**src/rtl/expr_eval.sv**
```systemverilog
// expr_eval: streaming evaluator for single-digit ASCII infix expressions
// built from digits, '+' and '*'. '*' binds tighter than '+'. One character
// is consumed per clock when in_valid is high. result tracks the value of the
// longest legal prefix seen so far.
//
// Ports:
//   clk      - rising-edge clock
//   clr      - asynchronous active-high reset
//   in       - ASCII character
//   in_valid - character in `in` is consumed on this edge
//   result   - value of the most recent legal prefix (sum + current product)
//   legal    - stream is currently a complete legal expression
//   err      - sticky: a malformed character has been seen since clr
module expr_eval #(
  parameter int WIDTH = 16
) (
  input  logic             clk,
  input  logic             clr,
  input  logic [7:0]       in,
  input  logic             in_valid,
  output logic [WIDTH-1:0] result,
  output logic             legal,
  output logic             err
);

  typedef enum logic [1:0] {EXP_D, EXP_O, ERR} state_t;

  localparam logic [WIDTH-1:0] ONE = WIDTH'(1);

  state_t           state, state_nxt;
  logic [WIDTH-1:0] sum, sum_nxt;
  logic [WIDTH-1:0] prod, prod_nxt;
  logic [WIDTH-1:0] result_nxt;
  logic             legal_nxt, err_nxt;

  logic             is_dig, is_add, is_mul;
  logic [WIDTH-1:0] digit;
  logic [WIDTH-1:0] prod_dig;

  // Character decode and the digit-scaled product (truncated to WIDTH).
  always_comb begin
    is_dig     = (in >= 8'h30) && (in <= 8'h39);
    is_add     = (in == 8'h2B);
    is_mul     = (in == 8'h2A);
    digit      = '0;
    digit[3:0] = in[3:0];
    prod_dig   = prod * digit;
  end

  always_comb begin
    state_nxt  = state;
    sum_nxt    = sum;
    prod_nxt   = prod;
    result_nxt = result;
    legal_nxt  = legal;
    err_nxt    = err;
    if (in_valid) begin
      unique case (state)
        EXP_D: begin
          if (is_dig) begin
            prod_nxt   = prod_dig;
            result_nxt = sum + prod_dig;
            legal_nxt  = 1'b1;
            state_nxt  = EXP_O;
          end else begin
            legal_nxt  = 1'b0;
            err_nxt    = 1'b1;
            state_nxt  = ERR;
          end
        end
        EXP_O: begin
          if (is_add) begin
            sum_nxt   = sum + prod;
            prod_nxt  = ONE;
            legal_nxt = 1'b0;
            state_nxt = EXP_D;
          end else if (is_mul) begin
            legal_nxt = 1'b0;
            state_nxt = EXP_D;
          end else begin
            legal_nxt = 1'b0;
            err_nxt   = 1'b1;
            state_nxt = ERR;
          end
        end
        ERR: begin
          state_nxt = ERR;
        end
        default: begin
          state_nxt = ERR;
          legal_nxt = 1'b0;
          err_nxt   = 1'b1;
        end
      endcase
    end
  end

  always_ff @(posedge clk or posedge clr) begin
    if (clr) begin
      state  <= EXP_D;
      sum    <= '0;
      prod   <= ONE;
      result <= '0;
      legal  <= 1'b0;
      err    <= 1'b0;
    end else begin
      state  <= state_nxt;
      sum    <= sum_nxt;
      prod   <= prod_nxt;
      result <= result_nxt;
      legal  <= legal_nxt;
      err    <= err_nxt;
    end
  end

endmodule
```
**config.mk**
```make
export PLATFORM = sky130hd
export DESIGN_NAME = expr_eval
export DESIGN_NICKNAME = d
export VERILOG_FILES = /design/src/rtl/expr_eval.sv
export SDC_FILE = /design/constraint.sdc
export NUM_CORES = 1
export LEC_CHECK = 0
export BUFFER_PORTS_ARGS = -buffer_cell sky130_fd_sc_hd__buf_2
export CAP_MARGIN = 10
export CORE_ASPECT_RATIO = 0.9
export CORE_MARGIN = 2
export CORE_UTILIZATION = 67
export CTS_CLUSTER_DIAMETER = 120
export DETAILED_ROUTE_END_ITERATION = 8
export PLACE_DENSITY = 0.87
export SLEW_MARGIN = 0
export SYNTH_ARGS = -nofsm -noshare
export SYNTH_HDL_FRONTEND = slang
export SYNTH_SLANG_ARGS = --single-unit
```
**constraint.sdc**
```tcl
create_clock -name clk -period 12.5 [get_ports clk]
set_input_delay 3.75 -clock clk [delete_from_list [all_inputs] [get_ports clk]]
set_output_delay 3.75 -clock clk [all_outputs]
set_load 0.1 [all_outputs]
```
**After elaboration in Yosys (flattened, before gate mapping)**

Cells that the tools add are included.

- Add/sub/neg operators: 2
- Multipliers: 1
- Divide/modulo/power cells: 0
- $lt $le $gt $ge: 2
- Equality and inequality tests: 9
- Shifts and indexed selects: 0
- Mux-type cells: 13
- Bitwise gates (word level): 1
- Reductions and logical operators: 8

Operators with widths:

| kind | count |
|---|---|
| 16-bit adder | 2 |
| 16-bit two-way mux | 2 |
| 16-bit case mux with 2 select lines | 1 |
| 8-bit by 6-bit == test with 1-bit output (second input constant) | 2 |
| 16-bit by 4-bit multiplier with 16-bit output | 1 |
| 2-bit != test (second input constant) | 5 |
| 8-bit by 6-bit >= comparator with 1-bit output (second input constant) | 1 |
| 8-bit by 6-bit less-or-equal comparator with 1-bit output (second input constant) | 1 |
| 2-bit two-way mux | 3 |
| 3-bit AND reduction | 2 |
| 5-bit AND reduction | 1 |
| 1-bit two-way mux | 4 |
| 2-bit case mux with 2 select lines | 1 |
| 4-bit AND reduction | 1 |
| 1-bit case mux with 3 select lines | 1 |
| 2-bit by 1-bit == test with 1-bit output (second input constant) | 1 |
| 2-bit == test (second input constant) | 1 |
| 2-bit logical NOT | 1 |
| 1-bit case mux with 2 select lines | 1 |
| 2-bit AND reduction | 1 |
| 2-bit nonzero test | 1 |
| 1-bit logical AND | 1 |
| 1-bit NOT | 1 |

- Register bits: 52
- Latch bits: 0
- RAM bits: 0
- Bits in read-only memories: 0
- Input bits: 11
- Output and inout bits: 18
- Word-level logic and storage cells: 42
- Memories: 0

**Logic depth before layout (Yosys ltp)**

Gate-level depths: netlist of the first run.

- Depth after elaboration: 4
- Depth in mapped cells: 21
- Depth with buffers taken out: 21

**Least setup slack after synthesis of the first run**

Ideal clock, no wire load.

- Path type: input to register
- Start: in in[3]
- End: reg result[15]
- Setup time: 132 ps
- Arrival time: 7752 ps
- Data required time: 12368 ps
- Path slack: 4616 ps
- Stages on the path: 20
- Buffers on the path: 1
- Path through: clkbuf_1 -> nand2_1 -> fa_1 -> fa_1 -> fa_1 -> nor2b_1 -> o21ai_0 -> a21o_1 -> a21oi_1 -> a21oi_1 -> xnor2_1 -> ha_1 -> o21ai_0 -> nand2b_1 -> o21ba_2 -> o21a_1 -> o2bb2ai_1 -> xnor2_1 -> xnor2_1 -> o21ai_1

- Cells in the longest elaborated chain, start to end: 3
- Elaborated cells on any way between the ends: 6
- Those cells by class: 1 x add/sub; 1 x mul; 2 x order compare; 2 x reduce/logical

Ends and longest elaborated chain:

| item | RTL line | RTL |
|---|---|---|
| from (decl) | 19 | `input logic [7:0] in,` |
| parallel branches: the longest is 3 deep, another holds 16-bit by 4-bit multiplier with 16-bit output | - |  |
| to (signal assigned) | 110 | `result <= result_nxt;` |
| to (decl) | 21 | `output logic [WIDTH-1:0] result,` |

Several ways; the timed one is not identified.
A chain may end at the register's enable or synchronous reset.

**Worst setup path in the final report of the first run**

- Start: in in[3]
- End: reg result[14]

The elaborated chain is that of the path after synthesis.

==> impl_metrics.json, run 1 <==
{
  "status": "finished clean",
  "cap_violations": 0,
  "fin_setup_tns_ns": 0,
  "cts.sinks": 52,
  "synth_nets": 652,
  "clk_pin_slew_ns": 0.11,
  "grt_max_degree": 53,
  "place.gp.congestion": 0.884,
  "synth.top_cell.area_share": 0.261,
  "finClkSkew_ns": 0.0153,
  "cp_num_buf_inv": 3,
  "io_buffers": 28,
  "cts_max_level": 2,
  "post_cts_buffers": 0,
  "synth_seq_cells": 52,
  "die_w_microns": 94.1,
  "ant_nets": 0,
  "path_common_cell": "a21oi_1",
  "layout-drive-gt1-share": 0.102,
  "drt_iter0_markers": 214,
  "rsz0062_at_grt": "false",
  "worst_ep_arrival_time_ns": 8.40,
  "wl_per_cell_microns": 15.1,
  "vdd_drop_max_mv": 0.0644,
  "yosys.area.top_type": "dfrtp_1",
  "cp_cell_sequence": "buf_2 -> and2_1 -> fa_1 -> inv_1 -> fa_1 -> inv_1 -> ha_1 -> nor2b_1 -> o21ai_0 -> a21o_1 -> nand2b_1 -> a21oi_1 -> xnor2_1 -> ha_1 -> a21o_1 -> a21oi_1 -> nand2_1 -> a31oi_1 -> o31ai_1 -> a21oi_1 -> xor2_1 -> o21ai_0",
  "synthFlopType": "dfrtp_1",
  "ys_seq_area_frac": 0.266,
  "cts-root-buf": "clkbuf_8",
  "critical-path-slowest-cell": "fa_1",
  "drc_errors": 0,
  "cts_hold_buf": 0,
  "synth_edf_count": 0,
  "antenna_found_initial": 0,
  "post_cts_resized": 0,
  "dp_hpwl_microns": 8090,
  "relSlewSlack": 0.177,
  "syn_area_sq_um": 4890,
  "ys_warn_count": 0,
  "critPathMaxFanout": 15,
  "crit_type": "in2reg",
  "fmax_mhz": 122,
  "required_ns": 12.70,
  "syn_avg_cell_area_sq_um": 8.63,
  "grt_pass1_wl_microns": 18000,
  "synthArstFlopShare": 1.00,
  "dr.pass1.iters": 4,
  "grt_use_total": 0.277,
  "core_sq_um": 7080,
  "grt_pass1_vias": 4079,
  "finalNonFillerCells": 683,
  "drt-total-wl_microns": 10300,
  "synthCells": 567,
  "cp.depth": 22,
  "ctsLongestPathBuffers": 2,
  "drv_slew": 0,
  "final_nets": 674,
  "hp-class": "reg2reg",
  "synth_area_leaders": "dfrtp_1 (26%), ha_1 (12%), fa_1 (11%)",
  "tritoncts": "built",
  "finalCritPeriodShare": 0.656,
  "cts_buffers": 5,
  "cp-end-kind": "register",
  "path_delay_family": "adder cells",
  "grt_remaining_overflow": 0,
  "final-setup-viol-count": 0,
  "leakage_nw": 2.71,
  "num_rows": 29,
  "synth.top_cells.by_count": "nand2_1 (86), inv_1 (57), dfrtp_1 (51), ha_1 (47), and2_1 (36)",
  "synthToLayoutAreaGrowth_pct": 6.65,
  "floorplan.initialDensity": 0.692,
  "period_needed_ns": 8.20,
  "dp_cells": 674,
  "rr_worst_depth": 21,
  "worstSkewPairLatency_ns": 0.32,
  "io_pins": 29,
  "powerDensity_nw_per_um2": 56.6,
  "hold_violations": 0,
  "yosysMostFrequentCell": "nand2_1",
  "dieArea_sq_um": 8010,
  "synth_cell_type_count": 57,
  "fillers": 558,
  "hold_path_depth": 2,
  "worstMarginPinSlew_ns": 1.23,
  "die_y_microns": 85.1,
  "viasPerCell": 5.76,
  "diodes": 0,
  "max_stage_delay_ns": 0.54,
  "vias": 3934,
  "worst_setup_path_start_kind": "input pin"
}
==> sequential cells by signal (all words and copies together), names as in the netlist <==
signal  cells
result     16
sum        16
err         1
state       2
prod       16
legal       1
==> cell type report <==
class	count	area [sq um]	share of cell area
flip-flops and latches	52	1300	0.250
clock buffers	6	82.6	0.0158
well taps	93	116	0.0223
inverters	57	214	0.0410
repair buffers	31	175	0.0336
clock inverters	2	13.8	0.00264
multi-input cells	442	3320	0.635
==> routing by layer <==
layer / vias to the layer above / global-route usage / wire length [microns]
met5: - / 0 / 0
li1: 1940 / - / -
met3: 17 / 0.0426 / 331
met2: 76 / 0.506 / 5500
met1: 1901 / 0.347 / 4310
met4: 0 / 0.0593 / 149
==> where the power goes <==
group / switching [mW] / leakage (nW) / internal, mW
sequential: 0.000453 / 0.715 / 0.169
combinational: 0.0140 / 1.95 / 0.00521
clock: 0.0615 / 0.0516 / 0.0455
total: 0.0759 / 2.71 / 0.219
==> cells by family after synthesis <==
logic type               count (synthesis)  synth area share
AO/OA/AOI/OAI                          122             0.171
XOR/XNOR                                39            0.0698
adder cells (fa/ha/maj)                 74             0.231
buffers and inverters                   73            0.0565
flip-flops                              52             0.266
multiplexers                             3           0.00639
AND/OR/NAND/NOR                        204             0.200
==> path summary, 6_finish.rpt <==
check | start | end | slack (ns)
worst max-delay path | in[3] | result[14] | 4.30
worst min-delay path | result[6] | result[6] | 0.48
worst max register to register | prod[1] | result[14] | 7.45
worst min register to register | result[6] | result[6] | 0.48
max in group asynchronous | clr | prod[0] | 8.61
min in group asynchronous | clr | sum[3] | 3.33
==> per-stage QoR <==
step,area [sq um],hold WS (ns),total power [mW],worst slack (ns),utilization
after floorplan,4890,0.462,0.186,4.62,-
after global placement,5100,0.455,0.191,4.26,0.721
after detailed placement,5100,0.464,0.191,4.04,0.721
after CTS,5200,0.489,0.296,4.36,0.735
after global routing,5220,0.522,0.305,4.02,0.738
final,5220,0.484,0.295,4.30,0.738
==> cells in the final DEF (no fill, tap or decap), types with 2 or more instances in the layout <==
| master | count |
|---|---|
| a21boi_0 | 2 |
| a21boi_1 | 2 |
| a21o_1 | 10 |
| a21oi_1 | 29 |
| a21oi_2 | 5 |
| a31oi_1 | 2 |
| and2_1 | 36 |
| and3_1 | 6 |
| buf_2 | 28 |
| buf_4 | 2 |
| clkbuf_8 | 6 |
| dfrtp_1 | 51 |
| fa_1 | 27 |
| ha_1 | 47 |
| inv_1 | 56 |
| mux2i_1 | 2 |
| nand2_1 | 86 |
| nand2b_1 | 9 |
| nand3_1 | 20 |
| nor2_1 | 23 |
| nor2b_1 | 8 |
| nor3_1 | 5 |
| nor3b_1 | 3 |
| o21a_1 | 5 |
| o21ai_0 | 31 |
| o21ai_1 | 8 |
| o21ai_2 | 2 |
| o21bai_1 | 2 |
| o2bb2ai_1 | 2 |
| o31ai_1 | 6 |
| xnor2_1 | 22 |
| xor2_1 | 17 |
==> worst min-delay path: cells and delay by family (launching register included) <==
| family | cells | cell delay, ns |
|---|---|---|
| DFF | 1 | 0.35 |
| AOI/OAI and AO/OA | 1 | 0.06 |
| and+or+nand+nor | 1 | 0.04 |
Power figures use the tool's default switching activity.
==> run 2, diff against run 1 <==
--- a/config.mk
+++ b/config.mk
@@ -9,10 +9,10 @@
 export CAP_MARGIN = 10
 export CORE_ASPECT_RATIO = 0.9
 export CORE_MARGIN = 2
-export CORE_UTILIZATION = 67
+export CORE_UTILIZATION = 57
 export CTS_CLUSTER_DIAMETER = 120
 export DETAILED_ROUTE_END_ITERATION = 8
-export PLACE_DENSITY = 0.87
+export PLACE_DENSITY = 0.78
 export SLEW_MARGIN = 0
 export SYNTH_ARGS = -nofsm -noshare
 export SYNTH_HDL_FRONTEND = slang
==> constraint.sdc (replaced) <==
create_clock -name clk -period 6.7 [get_ports clk]
set_input_delay 2.01 -clock clk [delete_from_list [all_inputs] [get_ports clk]]
set_output_delay 2.01 -clock clk [all_outputs]
set_load 0.1 [all_outputs]
==> impl_metrics.json, run 2 (synthesis results as in run 1) <==
{
  "grt_use_total": 0.221,
  "post_cts_buffers": 0,
  "finClkSkew_ns": 0.00541,
  "diodes": 0,
  "leakage_nw": 2.72,
  "p_switching_mw": 0.132,
  "dieArea_sq_um": 9350,
  "cts-root-buf": "clkbuf_8",
  "cts_max_level": 2,
  "ctsLongestPathBuffers": 2,
  "grt_util_met3": 0.0404,
  "fmax_mhz": 159,
  "drc_errors": 0,
  "num_rows": 32,
  "pwr-share-seq": 0.584,
  "cts_buffers": 5,
  "antenna_found_initial": 0,
  "tritoncts": "built",
  "worst_setup_path_start_kind": "input pin",
  "internal-power_mw": 0.409,
  "io_buffers": 28,
  "worstMarginPinSlew_ns": 0.486,
  "cts.sinks": 52,
  "final-setup-viol-count": 0,
  "switching_share": 0.243,
  "power.total_mw": 0.540,
  "layout-drive-gt1-share": 0.105,
  "p_clk_frac": 0.349,
  "grt_pass1_wl_microns": 16800,
  "gr-max-usage-layer": "met2",
  "io_pins": 29,
  "relSlewSlack": 0.673,
  "required_ns": 6.89,
  "grt_pass1_vias": 3752,
  "die_w_microns": 102,
  "drt-total-wl_microns": 9770,
  "wl_per_cell_microns": 13.7,
  "dp_cells": 701,
  "vdd_drop_max_mv": 0.108,
  "rsz0062_at_grt": "false",
  "finalNonFillerCells": 711,
  "grt_remaining_overflow": 0,
  "worstSkewPairLatency_ns": 0.31,
  "final_nets": 676,
  "critPathMaxFanout": 15,
  "drv_slew": 0,
  "met1_usage": 0.285,
  "ant_nets": 0,
  "layout.core_utilization": 0.624,
  "crit_type": "in2reg",
  "worst_ep_arrival_time_ns": 6.50,
  "powerDensity_nw_per_um2": 102,
  "grt_util_met2": 0.388,
  "vias": 3877,
  "die_y_microns": 91.9,
  "cp-end-kind": "register",
  "period_needed_ns": 6.31,
  "place.gp.congestion": 0.864,
  "hold_ws_ns": 0.480,
  "drt_iter0_markers": 158,
  "core_sq_um": 8450,
  "pwr-share-comb": 0.067,
  "clk_pin_slew_ns": 0.09,
  "largest_registers": "prod x16, result x16, sum x16",
  "status": "finished clean",
  "dp_hpwl_microns": 7770,
  "grt_max_degree": 53,
  "most-common-layout-cells": "nand2_1 (86), inv_1 (56), dfrtp_1 (51), ha_1 (47), and2_1 (36)",
  "fin_setup_tns_ns": 0,
  "floorplan.initialDensity": 0.579,
  "final_common_cell": "nand2_1",
  "synthToLayoutAreaGrowth_pct": 7.69,
  "dr.pass1.iters": 5,
  "finalCritPeriodShare": 0.942,
  "hold_violations": 0,
  "hp-class": "reg2reg",
  "viasPerCell": 5.45,
  "cap_violations": 0
}
[run 2: stage by stage]
stage	cell area (sq um)	setup WS, ns
2_1_floorplan	4890	0.556
3_3_place_gp	5140	0.241
3_5_place_dp	5140	0.0256
4_1_cts	5240	0.358
5_1_grt	5270	0.0355
6_report	5270	0.391
[run 2: final cells by class]
class / count / area, sq um
Multi-Input combinational cell: 442 / 3320
Fill cell: 706 / 3180
Sequential cell: 52 / 1300
Inverter: 57 / 214
Timing Repair Buffer: 33 / 190
Tap cell: 119 / 149
Clock buffer: 7 / 86.3
Clock inverter: 1 / 7.51
[run 2: power groups by stage]
stage / clock [mW] / sequential [mW] / combinational [mW]
floorplan: 0 / 0.329 / 0.0174
global placement: 0 / 0.322 / 0.0343
detailed placement: 0 / 0.322 / 0.0354
CTS: 0.191 / 0.316 / 0.0355
global route: 0.205 / 0.316 / 0.0406
finish: 0.188 / 0.316 / 0.0362
[run 2: critical path, stage by stage]
cell,delay [ns]
buf_2,0.18
and2_1,0.20
fa_1,0.53
inv_1,0.05
fa_1,0.52
inv_1,0.04
ha_1,0.34
nor2b_1,0.15
o21ai_0,0.22
a21o_1,0.18
a21oi_1,0.09
a41oi_1,0.25
nand2b_1,0.10
xor2_1,0.27
ha_1,0.31
o21ai_0,0.15
o21ba_2,0.18
o21a_1,0.17
o2bb2ai_1,0.19
xnor2_1,0.15
xnor2_1,0.13
o21ai_1,0.07
[run 2: repair_timing]
action                                  CTS  global route
endpoints found under the setup margin    0             1
gates resized for setup                   0             1
hold buffers                              0             0
[run 2: final timing paths]
kind / to / from / slack (ns) / depth (start not counted)
hold reg to reg: legal / legal / 0.48 / 2
max in group asynchronous: prod[11] / clr / 4.48 / 3
setup / recovery: result[15] / in[3] / 0.39 / 22
min in group asynchronous: sum[3] / clr / 1.69 / 2
hold / removal: legal / legal / 0.48 / 2
setup reg to reg: result[15] / prod[0] / 1.80 / 19
[run 2: metal layers]
| metal | vias up | routed length [microns] | share of wire |
|---|---|---|---|
| met1 | 1875 | 4510 | 0.46 |
| met2 | 41 | 4910 | 0.50 |
| li1 | 1946 | - | - |
| met5 | - | 0 | 0 |
| met3 | 15 | 227 | 0.023 |
| met4 | 0 | 120 | 0.012 |
